<file path="src/rtl/shift_sequencer.sv">
// ============================================================================
// Module   : shift_sequencer
// Brief    : Iterative 16-bit rotate/shift unit, one binary-weighted stage
//            (8,4,2,1) per clock, valid/ready on both sides.
// Revision : 1.0 - initial release
// ============================================================================
`default_nettype none

module shift_sequencer (
  input  logic        clk,
  input  logic        rst_n,
  input  logic        in_valid,
  output logic        in_ready,
  input  logic [15:0] in_data,
  input  logic [3:0]  in_cnt,
  input  logic [1:0]  in_op,
  output logic        out_valid,
  input  logic        out_ready,
  output logic [15:0] out_data,
  output logic        busy
);

  localparam logic [1:0] c_op_rol = 2'b00;
  localparam logic [1:0] c_op_sll = 2'b01;
  localparam logic [1:0] c_op_ror = 2'b10;
  localparam logic [1:0] c_op_srl = 2'b11;

  typedef enum logic [1:0] {
    S_IDLE  = 2'd0,
    S_SHIFT = 2'd1,
    S_DONE  = 2'd2
  } state_t;

  state_t      r_state;
  state_t      w_state_nxt;
  logic [15:0] r_acc;
  logic [3:0]  r_cnt;
  logic [1:0]  r_op;
  logic [1:0]  r_stage;
  logic [15:0] r_out_data;
  logic [15:0] w_acc_nxt;

  // One stage of the datapath: shift/rotate a by 2^stage.
  function automatic logic [15:0] f_stage(input logic [15:0] a,
                                          input logic [1:0]  op,
                                          input logic [1:0]  stage);
    logic [4:0]  k;
    logic [31:0] dbl;
    logic [15:0] res;
    k   = 5'd1 << stage;
    dbl = {a, a};
    res = a;
    case (op)
      c_op_rol: begin
        dbl = dbl << k;
        res = dbl[31:16];
      end
      c_op_sll: res = a << k;
      c_op_ror: begin
        dbl = dbl >> k;
        res = dbl[15:0];
      end
      c_op_srl: res = a >> k;
      default:  res = a;
    endcase
    return res;
  endfunction

  always_comb begin
    w_acc_nxt = r_acc;
    if (r_cnt[r_stage]) begin
      w_acc_nxt = f_stage(r_acc, r_op, r_stage);
    end
  end

  always_ff @(posedge clk or negedge rst_n) begin
    if (!rst_n) begin
      r_state <= S_IDLE;
    end else begin
      r_state <= w_state_nxt;
    end
  end

  always_comb begin
    w_state_nxt = r_state;
    case (r_state)
      S_IDLE:  if (in_valid) w_state_nxt = S_SHIFT;
      S_SHIFT: if (r_stage == 2'd0) w_state_nxt = S_DONE;
      S_DONE:  if (out_ready) w_state_nxt = S_IDLE;
      default: w_state_nxt = S_IDLE;
    endcase
  end

  always_ff @(posedge clk or negedge rst_n) begin
    if (!rst_n) begin
      r_acc      <= 16'h0000;
      r_cnt      <= 4'h0;
      r_op       <= 2'b00;
      r_stage    <= 2'd0;
      r_out_data <= 16'h0000;
    end else begin
      case (r_state)
        S_IDLE: begin
          if (in_valid) begin
            r_acc   <= in_data;
            r_cnt   <= in_cnt;
            r_op    <= in_op;
            r_stage <= 2'd3;
          end
        end
        S_SHIFT: begin
          r_acc <= w_acc_nxt;
          // Result register only loads on the final stage, so partial values never show.
          if (r_stage == 2'd0) begin
            r_out_data <= w_acc_nxt;
          end else begin
            r_stage <= r_stage - 2'd1;
          end
        end
        default: begin
        end
      endcase
    end
  end

  assign in_ready  = (r_state == S_IDLE);
  assign out_valid = (r_state == S_DONE);
  assign busy      = (r_state == S_SHIFT) || (r_state == S_DONE);
  assign out_data  = r_out_data;

endmodule

`default_nettype wire

</file>
<file path="config.mk">
export PLATFORM = sky130hd
export DESIGN_NAME = shift_sequencer
export DESIGN_NICKNAME = d
export VERILOG_FILES = /design/src/rtl/shift_sequencer.sv
export SDC_FILE = /design/constraint.sdc
export NUM_CORES = 1
export LEC_CHECK = 0
export BUFFER_PORTS_ARGS = -buffer_cell sky130_fd_sc_hd__buf_2
export CAP_MARGIN = 15
export CORE_ASPECT_RATIO = 1.2
export CORE_MARGIN = 3
export CORE_UTILIZATION = 30
export DETAILED_ROUTE_END_ITERATION = 12
export GPL_ROUTABILITY_DRIVEN = 0
export PLACE_DENSITY = 0.57
export SLEW_MARGIN = 0
export SYNTH_ARGS = -nofsm -noshare
export SYNTH_HDL_FRONTEND = slang
export SYNTH_SLANG_ARGS = --single-unit
</file>
<file path="constraint.sdc">
create_clock -name clk -period 5.1 [get_ports clk]
set_input_delay 1.02 -clock clk [delete_from_list [all_inputs] [get_ports clk]]
set_output_delay 1.02 -clock clk [all_outputs]
set_load 0.005 [all_outputs]
</file>
==> flow_summary_export.csv <==
group,metric,value,unit
outcome,run_status,"finished, final reports clean",
setup_path,r2r_start,"r_stage[1]",
grt,grt_pass1_wl,27.68,mm
yosys,synth_compound_area_frac,0.2667,
final_layout,final_layout_size_suffix_gt1_frac,0.2011,
final_layout,fin_nets,585,
yosys,ys_seq_area_frac,0.2259,
route,ant_nets,0,
route,met2WireLength,8.345,mm
yosys,synth_top_area_frac,0.2259,
yosys,synth_edf_count,0,
sta,timing.final.crit_share,0.6748,
yosys,synthArstFlopShare,1.000,
sta,slew_headroom,0.3136,
die,dieArea,17050,sq um
final_layout,syn_to_final_growth,8.255,%
setup_path,cp_slowest_cell,"ha_2",
yosys,ys_types,64,
final_layout,instances_no_fill,756,
setup_path,worstPathMaxFanout,43,
yosys,synth_area_leaders,"dfrtp_1 23%, mux2i_1 12%, mux4_2 7.3%",
yosys,yosys-mux-area-fraction,0.2589,
final_layout,insertedDiodeCount,0,
sta,slew_violations,0,
setup_path,crit_end,"out_data[9]",
sta,skew,0.008803,ns
cts,ctsRootBufferMaster,"clkbuf_16",
yosys,yosysMostFrequentCell,"mux2i_1",
die,rows,49,
route,routed_wl,18.21,mm
final_layout,fillerInstances,1639,
yosys,synth_fa_ha_area_frac,0.02151,
sta,clock.fmax,0.2906,GHz
grt,antenna_found_initial,0,
sta,worst_slew_pin_slew,1.030,ns
setup_path,cp.required,5.25,ns
sta,finalHoldViolations,0,
cts,cts.sinks,42,
yosys,synthesis.nets,583,
route,drc_errors,0,
yosys,syn_inst,549,
final_layout,final_util,0.3340,
cts,clk_pin_slew_worst_paths,0.07,ns
setup_path,worstSetupPathType,"reg -> reg",
cts,htree_levels,2,
place,dpl.hpwl,12.60,mm
yosys,synth_area,4653,sq um
route,top_layer,"met4",
setup_path,cp_data_arrival_time,3.59,ns
die,core,15080,sq um
setup_path,start_kind,"flop",
yosys,syn_avg_cell_area,8.476,sq um
yosys,synth-simple-area-share,0.1479,
cts,cts_tree,"built",
yosys,synth_top_family_by_area,"compound AO/OA/AOI/OAI gates",
route,wl_per_cell,24.08,um
route,vias,4950,
cts,numCtsBuffers,5,
grt,overflow,0,
grt,track_usage,0.2069,
place,placedCellCount,748,
sta,setup_viol,0,
final_layout,fin_area,5037,sq um
sta,rsz0062_at_grt,"no",
grt,grt_pass1_vias,4814,
setup_path,slowest_delay,0.89,ns
route,wl_met1,6.698,mm
yosys,yosys_warnings,0,
yosys,synth_xor_area_frac,0,
die,ios,45,
route,routed_via_density,6.548,
die,fp.dieH,142.4,um
setup_path,crit_chain,"inv_1 > ha_2 > mux2_2 > o22ai_1 > a211o_1 > nor3_1 > nor4_1 > o21ai_1",
yosys,ys.flop_type,"dfrtp_1",
final_layout,multi_input_comb_area,3239,sq um
setup_path,r2r_cells,8,
cts,cts_setup_buffers,0,
place,place.port_buffers,44,
cts,cts_resized,0,
cts,cts_hold_buf,0,
sta,fin_crit,3.442,ns
yosys,synthTopCellsByCount,"57 x mux2i_1, 45 x nand2_1, 44 x o21ai_0",
yosys,synth_top_area_cell,"dfrtp_1",
final_layout,regArea,1051,sq um
run,maxCapViolCount,0,
grt,grt_max_degree,44,
place,dpl_cell_area,4882,sq um
route,drtIter0Drc,685,
die,die_x,119.7,um
yosys,ys_ff_latch,42,
setup_path,r2r_slack,1.66,ns
sta,tns,0,ns
setup_path,r2r-end,"out_data[9]",
setup_path,cp-startpoint,"r_stage[1]",
hold_path,hold_class,"reg -> reg",
route,dr.pass1.iters,6,
cts,clock_path_buffers,2,
die,start_util,0.3085,
route,dr_wl_met3,1.625,mm
setup_path,end_kind,"flop",
cts,insertion_delay,0.29,ns
==> cells by family (layout without fill, tap and decap cells) <==
family | after synthesis | after routing
buf+inv | 70 | 73
fa+ha+maj | 8 | 8
compound gates | 188 | 188
flops | 42 | 42
mux | 97 | 97
simple gates | 144 | 144
==> metrics by stage <==
stage / setup slack [ns] / hold WS, ns
after floorplan: 2.838 / 0.4733
after global routing: 1.538 / 0.5273
after CTS: 1.812 / 0.4823
after detailed placement: 1.824 / 0.4666
after global placement: 1.823 / 0.4627
final: 1.658 / 0.4757
==> how the worst min path moves through the flow <==
stage,start,cells past startpoint,to,slack (ns)
after global routing,out_data[4],2,out_data[4],0.53
final,out_data[6],2,out_data[6],0.48
after global placement,out_data[1],2,out_data[1],0.46
after CTS,out_data[6],2,out_data[6],0.48
after detailed placement,out_data[6],2,out_data[6],0.47
after floorplan,out_data[0],2,out_data[0],0.47
==> cells in the final DEF (no fill, tap or decap), drive strengths merged, types with 11 or more instances in the layout <==
cell / synthesis / final
o21ai: 48 / 48
o22ai: 23 / 23
dfrtp: 42 / 42
a21oi: 36 / 36
nor2: 33 / 33
mux4: 16 / 16
nand2: 45 / 45
buf: 30 / 54
mux2i: 57 / 57
mux2: 24 / 24
nand2b: 11 / 11
nor3: 13 / 13
==> routing by layer <==
metal / global-route usage / vias up
met5: 0 / -
met4: 0.1562 / 0
met3: 0.03419 / 119
met2: 0.3381 / 371
met1: 0.2439 / 2370
li1: - / 2090
==> sequential cells by signal, indices dropped and copies added, names as in the netlist <==
name      cells
r_cnt         4
r_stage       2
out_data     16
r_state       2
r_acc        16
r_op          2
==> final cells by class <==
type / instances / area share
Clock inverter: 2 / 0.003229
Sequential cell: 42 / 0.2086
Timing Repair Buffer: 54 / 0.05862
Clock buffer: 6 / 0.02757
Inverter: 11 / 0.008197
Tap cell: 204 / 0.05067
Multi-Input combinational cell: 437 / 0.6431
==> worst max-delay path, delay by kind of cell, from the launching register on <==
family,cells,cell delay (ns)
AOI/OAI and AO/OA,3,0.59
adders and majority gates,1,0.89
buffers and inverters,1,0.16
DFF,1,0.46
muxes,1,0.47
and+or+nand+nor,2,0.71
Power is left out: the tool's default activity adds up to more than one toggle a clock period on the data nets, which glitch-free logic cannot reach.
